### config.mk
export PLATFORM = sky130hd
export DESIGN_NAME = avalon_pio_in_irq
export DESIGN_NICKNAME = d
export VERILOG_FILES = /design/src/rtl/pio_pkg.sv /design/src/rtl/pio_sync.sv /design/src/rtl/avalon_pio_in_irq.sv
export SDC_FILE = /design/constraint.sdc
export NUM_CORES = 1
export LEC_CHECK = 0
export ABC_AREA = 0
export BUFFER_PORTS_ARGS = -buffer_cell sky130_fd_sc_hd__buf_4
export CAP_MARGIN = 0
export CORE_AREA = 4 4 102 104
export DETAILED_ROUTE_END_ITERATION = 8
export DIE_AREA = 0 0 106 108
export GPL_TIMING_DRIVEN = 0
export PLACE_DENSITY = 0.68
export SLEW_MARGIN = 20
export SYNTH_ARGS = -nofsm -noshare
export SYNTH_HDL_FRONTEND = slang
export SYNTH_SLANG_ARGS = --single-unit
### constraint.sdc
create_clock -name clk -period 1.3 [get_ports clk]
set_input_delay 0.065 -clock clk [delete_from_list [all_inputs] [get_ports clk]]
set_output_delay 0.065 -clock clk [all_outputs]
set_load 0.02 [all_outputs]
### src/rtl/pio_pkg.sv
// Shared constants for the Avalon-MM PIO family: register map, edge sense and
// interrupt source encodings.
package pio_pkg;

    typedef enum logic [1:0] {
        PIO_ADDR_DATA    = 2'd0,
        PIO_ADDR_RSVD    = 2'd1,
        PIO_ADDR_IRQMASK = 2'd2,
        PIO_ADDR_EDGECAP = 2'd3
    } pio_addr_e;

    localparam int EDGE_RISING  = 0;
    localparam int EDGE_FALLING = 1;
    localparam int EDGE_ANY     = 2;

    localparam int IRQ_LEVEL = 0;
    localparam int IRQ_EDGE  = 1;

endpackage

### src/rtl/pio_sync.sv
// Multi-flop synchroniser for asynchronous PIO inputs; shared by the input,
// output and bidirectional PIO variants.
module pio_sync #(
    parameter int WIDTH  = 17,
    parameter int STAGES = 2
) (
    input  logic             clk,
    input  logic             reset_n,
    input  logic [WIDTH-1:0] d,
    output logic [WIDTH-1:0] q
);

    logic [WIDTH-1:0] chain_q [STAGES];
    logic [WIDTH-1:0] chain_d [STAGES];

    always_comb begin
        chain_d[0] = d;
        for (int i = 1; i < STAGES; i++) begin
            chain_d[i] = chain_q[i-1];
        end
    end

    always_ff @(posedge clk or negedge reset_n) begin
        if (!reset_n) begin
            for (int i = 0; i < STAGES; i++) begin
                chain_q[i] <= '0;
            end
        end else begin
            for (int i = 0; i < STAGES; i++) begin
                chain_q[i] <= chain_d[i];
            end
        end
    end

    assign q = chain_q[STAGES-1];

endmodule

### src/rtl/avalon_pio_in_irq.sv
// Input-only Avalon-MM PIO slave with synchronised data read, sticky per-bit
// edge capture, interrupt mask and a registered interrupt request.
module avalon_pio_in_irq
    import pio_pkg::*;
#(
    parameter int WIDTH       = 17,
    parameter int SYNC_STAGES = 2,
    parameter int EDGE_TYPE   = 0,
    parameter int IRQ_MODE    = 1,
    parameter int BIT_CLEAR   = 1
) (
    input  logic             clk,
    input  logic             reset_n,
    input  logic [1:0]       address,
    input  logic             chipselect,
    input  logic             write,
    input  logic [31:0]      writedata,
    input  logic [WIDTH-1:0] in_port,
    output logic [31:0]      readdata,
    output logic             irq
);

    logic [WIDTH-1:0] sync_q;
    logic [WIDTH-1:0] prev_q, prev_d;
    logic [WIDTH-1:0] ec_q, ec_d;
    logic [WIDTH-1:0] mask_q, mask_d;
    logic [WIDTH-1:0] edge_det;
    logic [WIDTH-1:0] clr;
    logic [WIDTH-1:0] rd_sel;
    logic [31:0]      readdata_q, readdata_d;
    logic             irq_q, irq_d;
    logic             wr_mask, wr_ec;

    pio_sync #(
        .WIDTH  (WIDTH),
        .STAGES (SYNC_STAGES)
    ) u_sync (
        .clk     (clk),
        .reset_n (reset_n),
        .d       (in_port),
        .q       (sync_q)
    );

    generate
        if (EDGE_TYPE == EDGE_RISING) begin : g_rise
            assign edge_det = sync_q & ~prev_q;
        end else if (EDGE_TYPE == EDGE_FALLING) begin : g_fall
            assign edge_det = ~sync_q & prev_q;
        end else begin : g_any
            assign edge_det = sync_q ^ prev_q;
        end

        if (WIDTH < 32) begin : g_wdata_hi
            logic unused_wdata;
            assign unused_wdata = ^writedata[31:WIDTH];
        end
    endgenerate

    assign wr_mask = chipselect && write && (address == PIO_ADDR_IRQMASK);
    assign wr_ec   = chipselect && write && (address == PIO_ADDR_EDGECAP);

    always_comb begin
        prev_d     = sync_q;
        clr        = '0;
        mask_d     = mask_q;
        rd_sel     = '0;
        readdata_d = '0;
        irq_d      = 1'b0;

        if (wr_ec) begin
            clr = (BIT_CLEAR == 1) ? writedata[WIDTH-1:0] : '1;
        end
        // New edges win over a same-cycle clear of the same bit.
        ec_d = (ec_q & ~clr) | edge_det;

        if (wr_mask) begin
            mask_d = writedata[WIDTH-1:0];
        end

        // Read mux uses pre-write register values.
        case (address)
            PIO_ADDR_DATA:    rd_sel = sync_q;
            PIO_ADDR_IRQMASK: rd_sel = mask_q;
            PIO_ADDR_EDGECAP: rd_sel = ec_q;
            default:          rd_sel = '0;
        endcase
        readdata_d[WIDTH-1:0] = rd_sel;

        if (IRQ_MODE == IRQ_EDGE) begin
            irq_d = |(ec_q & mask_q);
        end else begin
            irq_d = |(sync_q & mask_q);
        end
    end

    always_ff @(posedge clk or negedge reset_n) begin
        if (!reset_n) begin
            prev_q     <= '0;
            ec_q       <= '0;
            mask_q     <= '0;
            readdata_q <= '0;
            irq_q      <= 1'b0;
        end else begin
            prev_q     <= prev_d;
            ec_q       <= ec_d;
            mask_q     <= mask_d;
            readdata_q <= readdata_d;
            irq_q      <= irq_d;
        end
    end

    assign readdata = readdata_q;
    assign irq      = irq_q;

endmodule

==> results.yml, run 1 <==
worst_setup_path:
  critPathTopFamily: "compound AO/OA/AOI/OAI gates"
  slowest_stage: "dfrtp_1"
  path_depth: 4
  cp-startpoint: "ec_q[13]$_DFF_PN0_"
  cp.arrival_ns: 1.45
  worstSetupEndpointType: "flip-flop"
  r2r_cells: 4
  crit_fanout: 3
  crit_type: "reg -> reg"
  rrSetupSlack_ns: 0.07
  critPathCapture: "irq$_DFF_PN0_"
  cp_num_buf_inv: 0
  required_ns: 1.52
  timing.rr.end: "irq$_DFF_PN0_"
  r2r-start: "ec_q[13]$_DFF_PN0_"
  crit_chain: "a22o_1, a221oi_2, and3_1, nand3_1"
  critPathMaxStageDelay_ns: 0.41
  startpoint_type: "flip-flop"
floorplanning:
  coreArea_mm2: 0.009549
  die_x_um: 106
  pin_count: 88
  die-area_mm2: 0.01145
  initial_core_util: 0.3889
  fp.dieH_um: 108
  core.rowCount: 36
final_layout:
  diodes: 0
  num-fill-cells: 843
  final_common_cell: "dfrtp_1"
  drive_gt1_frac: 0.3601
  final_cell_mix: "103 x dfrtp_1, 76 x buf_4, 35 x nand2_1, 35 x dlygate4sd3_1, 24 x mux2_2"
  syn_to_final_growth_pct: 33.69
  fin_nets: 436
  register_area_mm2: 0.002577
  stdcell_count: 519
  multi_input_area_um2: 980.9
  utilization: 0.5199
flow_run:
  cap_viol_max_count: 0
route:
  drt_iter0_markers: 88
  drt-total-wl_mm: 7.220
  dr.max_layer_used: "met4"
  drt-met1-wl_mm: 3.263
  antenna_left: 0
  drt_pass1_iterations: 4
  drc: 0
  wl_met3_um: 300
  wl_met2_mm: 3.524
  viasPerCell: 4.324
  dr_total_vias: 2244
  wl_per_cell_um: 13.91
timing:
  min_period_ns: 1.231
  tightest_slew_ns: 0.8933
  drv_slew: 0
  fin_skew_ns: 0.007979
  slew_headroom: 0.4045
  finalHoldViolations: 0
  setup_viol: 0
  whs_ns: 0.1426
  period_share: 0.9471
  fmax_mhz: 812.2
  rsz0062_at_grt: "no"
logic_synthesis:
  netlist_area_mm2: 0.003714
  syn_avg_cell_area_um2: 14.28
  synth-seq-cells: 103
  synth_top_area_cell: "dfrtp_1"
  ys_top_cells_by_area: "dfrtp_1 69%, mux2_2 7.3%, a22o_1 4.2%"
  synth.top_cell.area_share: 0.6941
  synth_edf_count: 0
  ys_seq_area_frac: 0.6941
  syn-instance-count: 260
  ys_async_sr_fraction: 1.000
  yosys_warnings: 0
  ys_types: 20
  ys.flop_type: "dfrtp_1"
clocking:
  clock_latency_ns: 0.36
  clk_pin_slew_worst_paths_ns: 0.09
  root_buffer: "clkbuf_8"
  cts_max_path_buffers: 2
  clock-sinks: 103
  cts_tree: "done"
  htree_levels: 3
  numCtsBuffers: 9
grt:
  track_usage: 0.1375
  antenna_found_initial: 0
  grt_pass1_wl_mm: 11.97
  grt_pass1_vias: 2407
  overflow: 0
  grt_max_degree: 104
status:
  outcome: "finished clean"
placement:
  place_hpwl_mm: 4.677
  port_buffers: 57
  gp_congestion: 0.7485
  dp_cells: 464
hold_path:
  hold_path_class: "in -> reg"
pwr:
  pwr_density_cell_mw_per_mm2: 1340
  leakage_nw: 2.406
  vdd_drop_max_mv: 0.6195
==> routing by layer <==
layer  vias up  GRT usage
met5         -          0
met4         0    0.06105
met2        45     0.2245
met1      1102     0.1766
li1       1087          -
met3        10    0.03164
==> sequential cells by signal, summed over array words and instances (netlist names) <==
signal / cells
ec_q: 17
mask_q: 17
prev_q: 17
readdata: 17
u_sync.chain_d: 17
u_sync.q: 17
irq: 1
==> how the worst min path moves through the flow <==
| stage | cells past startpoint | end | slack [ns] | start |
|---|---|---|---|---|
| 6_report | 3 | readdata[2]$_DFF_PN0_ | 0.14 | address[1] |
| 3_3_place_gp | 1 | u_sync.chain_d[15]$_DFF_PN0_ | 0.17 | in_port[15] |
| 4_1_cts | 3 | readdata[2]$_DFF_PN0_ | 0.14 | address[1] |
| 3_5_place_dp | 1 | u_sync.chain_d[0]$_DFF_PN0_ | 0.18 | in_port[0] |
| 5_1_grt | 3 | readdata[2]$_DFF_PN0_ | 0.15 | address[1] |
| 2_1_floorplan | 0 | ec_q[0]$_DFF_PN0_ | -0.23 | reset_n |
==> synthesized netlist by cell type (2+ instances only) <==
library cell,count
buf_2,4
buf_6,2
nand2_1,35
mux2_2,24
a22oi_1,4
a221oi_1,2
inv_1,17
buf_4,16
dfrtp_1,103
mux2_4,10
o21ai_0,17
a22o_1,18
==> final cells by class <==
type / instances / area share
Multi-Input combinational cell: 131 / 0.1976
Tap cell: 133 / 0.03352
Clock inverter: 7 / 0.01487
Timing Repair Buffer: 96 / 0.1636
Buffer: 23 / 0.03352
Inverter: 17 / 0.01285
Clock buffer: 9 / 0.02495
Sequential cell: 103 / 0.5192
==> kinds of logic (layout without fill, tap and decap cells) <==
kind of cell,after synthesis,count (layout),synth area share
DFF,103,103,0.6941
AOI/OAI and AO/OA,42,42,0.08086
and+or+nand+nor,40,40,0.04886
buffers and inverters,40,152,0.06199
muxes,34,34,0.1132
other,1,15,0.001010
==> report_power, final <==
group          internal [mW]  leakage [nW]  switching [mW]
Combinational          0.591          1.15           0.435
Clock                  0.888        0.0875            1.07
Sequential              3.49          1.17           0.177
==> through the flow <==
stage / worst slack, ns / setup TNS [ns] / area [um^2] / power (mW)
3_3_place_gp: -0.07782 / -0.5314 / 4360 / 4.603
2_1_floorplan: 0.1738 / 0 / 3766 / 4.238
4_1_cts: 0.03631 / 0 / 4925 / 6.713
5_1_grt: 0.0005308 / 0 / 4965 / 7.004
6_report: 0.06880 / 0 / 4965 / 6.651
3_5_place_dp: -0.09346 / -0.7067 / 4364 / 4.634
==> worst reg2reg max path, cell delays in order, from the launching register on <==
cell      delay, ns
dfrtp_1        0.41
a22o_1         0.23
a221oi_2       0.19
and3_1         0.18
nand3_1        0.09
==> timing repair <==
| item | 4_1_cts | 5_1_grt |
|---|---|---|
| endpoints found under the setup margin | 1 | 1 |
| pin swaps | 0 | 4 |
| endpoints found under the hold margin | 154 | 0 |
| resized for setup | 2 | 2 |
| setup buffers | 0 | 4 |
| hold buffers | 35 | 0 |
Note: power is estimated with default switching activity, not from simulation.
==> run 2: changes to the inputs <==
Settings changed: ABC_AREA 0 to 1.
==> results.yml, run 2 <==
pwr:
  totalPowerFinal_mw: 6.341
  vdd_drop_max_mv: 0.5493
  clkPwrFrac: 0.290
  swShare: 0.2631
  combPwrFrac: 0.139
  pwr_density_cell_mw_per_mm2: 1305
  p_int_mw: 4.673
  p_sw_mw: 1.668
  p_seq_frac: 0.570
  leakage_nw: 2.449
route:
  dr_total_vias: 2444
  wl_per_cell_um: 12.14
  viasPerCell: 4.164
  drt_pass1_iterations: 4
  drt-total-wl_mm: 7.124
  drc: 0
  antenna_left: 0
  drt_iter0_markers: 83
final_layout:
  drive_gt1_frac: 0.2467
  final_common_cell: "dfrtp_1"
  design_area_mm2: 0.004858
  final_cell_mix: "103 x dfrtp_1, 83 x nand2_1, 72 x buf_4"
  diodes: 0
  fin_nets: 505
  syn_to_final_growth_pct: 31.45
  stdcell_count: 587
  num-fill-cells: 869
worst_setup_path:
  cp-startpoint: "reset_n"
  critPathTopFamily: "buffers and inverters"
  worstSetupEndpointType: "asynchronous set/reset pin"
  cp_num_buf_inv: 2
  crit_fanout: 103
  r2r_cells: 4
  cp.arrival_ns: 1.35
  path_depth: 2
  critPathMaxStageDelay_ns: 0.67
  r2r-start: "mask_q[13]$_DFFE_PN0P_"
  slowest_stage: "buf_6"
  timing.rr.end: "irq$_DFF_PN0_"
  crit_chain: "dlygate4sd3_1, buf_6"
  required_ns: 1.67
  rrSetupSlack_ns: 0.34
  crit_type: "in -> async"
  startpoint_type: "input port"
grt:
  track_usage: 0.1354
  grt_pass1_vias: 2609
  grt_max_degree: 104
  overflow: 0
  grt_pass1_wl_mm: 12.08
  antenna_found_initial: 0
logic_synthesis:
  yosys.area_share.xor_xnor: 0
  synth-simple-area-share: 0.1242
  synth_edf_count: 0
  ys_seq_area_frac: 0.6974
  ys.flop_type: "dfrtp_1"
  syn_avg_cell_area_um2: 11.03
  yosys_warnings: 0
  ys_types: 18
  synth_top_family_by_area: "simple AND/OR/NAND/NOR gates"
  synth_top_area_cell: "dfrtp_1"
  ys_top_cells_by_area: "dfrtp_1 70%, nand2_1 8.4%, inv_1 4.2%"
  syn-instance-count: 335
  synth_common_cells: "103 x dfrtp_1, 83 x nand2_1, 41 x inv_1, 27 x o21ai_1, 19 x nand3_1"
  synthMuxAreaShare: 0
  netlist_area_mm2: 0.003696
  synth_fa_ha_area_frac: 0
  ys_async_sr_fraction: 1.000
  synth.top_cell.area_share: 0.6974
  yosysMostFrequentCell: "dfrtp_1"
  synth-seq-cells: 103
  synth_compound_area_frac: 0.08666
clocking:
  hold_buffers: 33
  clock-sinks: 103
  cts_tree: "done"
  root_buffer: "clkbuf_8"
  htree_levels: 3
  clock_latency_ns: 0.36
  clk_pin_slew_worst_paths_ns: 0.09
  postCtsSetupBuffers: 0
  numCtsBuffers: 9
  cts_resized: 0
  cts_max_path_buffers: 2
placement:
  gp_congestion: 0.7491
  port_buffers: 57
  dpl_cell_area_mm2: 0.004347
  place_hpwl_mm: 4.755
  dp_cells: 539
timing:
  setup_tns_ns: 0
  tightest_slew_ns: 0.9101
  fin_skew_ns: 0.006457
  fmax_mhz: 1025
  finalHoldViolations: 0
  drv_slew: 0
  rsz0062_at_grt: "no"
  slew_headroom: 0.3932
  setup_viol: 0
  min_period_ns: 0.9752
  period_share: 0.7502
floorplanning:
  fp.dieH_um: 108
  core.rowCount: 36
  die_x_um: 106
  coreArea_mm2: 0.009549
  initial_core_util: 0.3871
  die-area_mm2: 0.01145
  pin_count: 88
hold_path:
  hold_end: "mask_q[14]$_DFFE_PN0P_"
  hold_path_startpoint: "writedata[14]"
  worstHoldPathCells: 3
  hold_path_class: "in -> reg"
status:
  outcome: "finished clean"
flow_run:
  cap_viol_max_count: 0
## run 2: changes by cell type after synthesis, moves of 3 or more
cell / change
mux2_2: -24
a22o_1: -18
inv_1: +24
o21ai_1: +27
nand3_1: +18
a22oi_1: -4
nand2_1: +48
nor2_1: +3
o21ai_2: +10
mux2_4: -10
## run 2: per-stage QoR
stage	worst slack (ns)	hold WS [ns]	util
CTS	0.2943	0.0008775	0.5088
finish	0.3248	0.009552	0.5088
global placement	0.09852	0.1747	0.4548
global route	0.1375	0.008608	0.5088
floorplan	0.4970	-0.2306	-
detailed placement	0.1595	0.1753	0.4552
## run 2: final cells by class
cell class / count / area, um^2 / share of cell area
inverters: 44 / 166.4 / 0.03425
flip-flops and latches: 103 / 2577 / 0.5305
clock buffers: 11 / 151.4 / 0.03116
multi-input cells: 180 / 835.8 / 0.1720
well taps: 133 / 166.4 / 0.03425
repair buffers: 90 / 762.0 / 0.1568
clock inverters: 4 / 30.03 / 0.006181
plain buffers: 22 / 168.9 / 0.03477
## run 2: worst max-delay path by stage
stage	end	slack (ns)
CTS	prev_q[12]$_DFF_PN0_	0.29
global placement	u_sync.q[1]$_DFF_PN0_	0.1
floorplan	irq$_DFF_PN0_	0.50
finish	prev_q[16]$_DFF_PN0_	0.32
global route	prev_q[16]$_DFF_PN0_	0.14
detailed placement	readdata[4]$_DFF_PN0_	0.16
## run 2: power by group through the flow
stage	sequential [mW]	clock, mW	combinational, mW
2_1_floorplan	3.72	0	0.398
3_3_place_gp	3.67	0	0.800
3_5_place_dp	3.68	0	0.817
4_1_cts	3.62	1.92	0.899
5_1_grt	3.65	2.03	0.998
6_report	3.62	1.84	0.884
## run 2: kinds of logic after synthesis
logic type | count (synthesis)
AOI/OAI and AO/OA | 55
buffers and inverters | 66
DFF | 103
other | 1
and+or+nand+nor | 110
## run 2: metal layers
metal / vias up / share of wire / global-route usage
met4: 0 / 0.012 / 0.05273
met5: - / 0 / 0
met3: 9 / 0.049 / 0.03284
met2: 56 / 0.50 / 0.2291
li1: 1245 / - / -
met1: 1134 / 0.44 / 0.1692
==> run 3: changes to the inputs <==
Settings changed: PLACE_DENSITY 0.68 to 0.7.
Clock period 1.3 ns to 0.81 ns, I/O delays scaled along.
==> results.yml, run 3 (synthesis gave the netlist of run 2 again) <==
status:
  outcome: "finished with violations"
  violations: "hold timing, setup timing"
grt:
  grt_pass1_vias: 2618
  overflow: 0
  antenna_found_initial: 0
  grt_pass1_wl_mm: 12.30
  track_usage: 0.1384
  grt_max_degree: 104
timing:
  fmax_mhz: 1053
  setup_viol: 21
  slew_headroom: 0.4062
  finalHoldViolations: 103
  whs_ns: -0.2354
  period_share: 1.172
  timing.final.ws_setup_ns: -0.1395
  rsz0062_at_grt: "yes"
  drv_slew: 0
  min_period_ns: 0.9495
  tightest_slew_ns: 0.8907
  fin_skew_ns: 0.01479
final_layout:
  design_area_mm2: 0.005114
  drive_gt1_frac: 0.2909
  syn_to_final_growth_pct: 38.35
  fin_nets: 521
  num-fill-cells: 843
  final_cell_mix: "103 x dfrtp_1, 78 x nand2_1, 67 x buf_4"
  diodes: 0
  final_common_cell: "dfrtp_1"
route:
  viasPerCell: 4.243
  drt_pass1_iterations: 4
  antenna_left: 0
  drc: 0
  wl_per_cell_um: 12.31
  drt_iter0_markers: 71
  dr_total_vias: 2563
  drt-total-wl_mm: 7.433
worst_setup_path:
  r2r_cells: 6
  cp_num_buf_inv: 1
  crit_chain: "buf_6"
  slowest_stage: "dfrtp_1"
  r2r-start: "ec_q[10]$_DFF_PN0_"
  worstSetupEndpointType: "output pin"
  startpoint_type: "flip-flop"
  required_ns: 0.77
  critPathTopFamily: "flip-flops"
  crit_fanout: 1
  cp.arrival_ns: 0.91
  rrSetupSlack_ns: -0.11
  critPathMaxStageDelay_ns: 0.41
  timing.rr.end: "irq$_DFF_PN0_"
  crit_type: "reg -> out"
floorplanning:
  coreArea_mm2: 0.009549
  initial_core_util: 0.3871
  core.rowCount: 36
  fp.dieH_um: 108
  die_x_um: 106
  pin_count: 88
  die-area_mm2: 0.01145
flow_run:
  cap_viol_max_count: 0
pwr:
  pwr_density_cell_mw_per_mm2: 2102
  vdd_drop_max_mv: 0.8781
  leakage_nw: 2.584
  totalPowerFinal_mw: 10.75
clocking:
  clk_pin_slew_worst_paths_ns: 0.10
  cts_tree: "done"
  hold_buffers: 34
  numCtsBuffers: 9
  root_buffer: "clkbuf_8"
  clock-sinks: 103
  htree_levels: 3
  cts_max_path_buffers: 2
  clock_latency_ns: 0.37
placement:
  port_buffers: 57
  gp_congestion: 0.7575
  place_hpwl_mm: 4.812
  dpl_cell_area_mm2: 0.004347
hold_path:
  hold_path_class: "in -> async"
-- run 3: changes by cell type in the layout (fill, tap and decap cells not counted), sizes merged --
cell         change
dlygate4sd3      +1
buf             +15
bufinv           +1
clkbuf           -2
inv              +2
-- run 3: worst max-delay path by stage --
stage / startpoint / cells after the start / end
after floorplan: ec_q[9]$_DFF_PN0_ / 6 / irq$_DFF_PN0_
after global placement: reset_n / 1 / u_sync.q[1]$_DFF_PN0_
after detailed placement: address[1] / 5 / readdata[8]$_DFF_PN0_
after CTS: readdata[11]$_DFF_PN0_ / 1 / readdata[11]
after global routing: readdata[16]$_DFF_PN0_ / 1 / readdata[16]
final: readdata[16]$_DFF_PN0_ / 1 / readdata[16]
-- run 3: worst register-to-register path, cell delays in order (launching register included) --
cell     delay [ns]
dfrtp_1        0.40
nand2_1        0.06
nand2_1        0.04
inv_1          0.05
nand2_1        0.06
nor2_1         0.09
nand3_1        0.10
-- run 3: per-layer routing --
metal	up-vias	part of all wire	global-route usage
met2	52	0.51	0.2350
met5	-	0	0
met4	0	0.0097	0.04995
met1	1227	0.44	0.1724
li1	1277	-	-
met3	7	0.046	0.03582
-- run 3: cell type report --
class | count | area (um^2) | share of cell area
buffer | 22 | 168.9 | 0.03303
clock buffer | 9 | 123.9 | 0.02422
clock inverter | 7 | 77.57 | 0.01517
inverter | 44 | 166.4 | 0.03254
multi-input combinational | 180 | 873.3 | 0.1708
sequential | 103 | 2577 | 0.5040
tap | 133 | 166.4 | 0.03254
timing repair buffer | 106 | 959.7 | 0.1877
-- run 3: what timing repair did --
| item | 4_1_cts | 5_1_grt |
|---|---|---|
| gates cloned | 0 | 0 |
| endpoints found under the setup margin | 19 | 23 |
| pin swaps | 4 | 2 |
| resized for setup | 18 | 12 |
| endpoints found under the hold margin | 142 | 103 |
| buffers inserted | 14 | 2 |
-- run 3: report_power, final --
group / total, mW / switching [mW] / internal [mW] / leakage, nW
Sequential: 5.80 / 0.236 / 5.57 / 1.18
Clock: 3.25 / 1.78 / 1.46 / 0.101
Combinational: 1.70 / 0.849 / 0.849 / 1.30
Total: 10.7 / 2.87 / 7.88 / 2.58
-- run 3: per-stage QoR --
stage	setup TNS (ns)	cells	worst slack [ns]	utilization
detailed placement	-7.543	539	-0.3069	0.4552
CTS	-2.375	603	-0.1360	0.5300
global placement	-43.25	539	-0.3630	0.4548
global route	-3.133	604	-0.1824	0.5355
floorplan	0	349	0.006955	-
finish	-2.097	604	-0.1395	0.5355
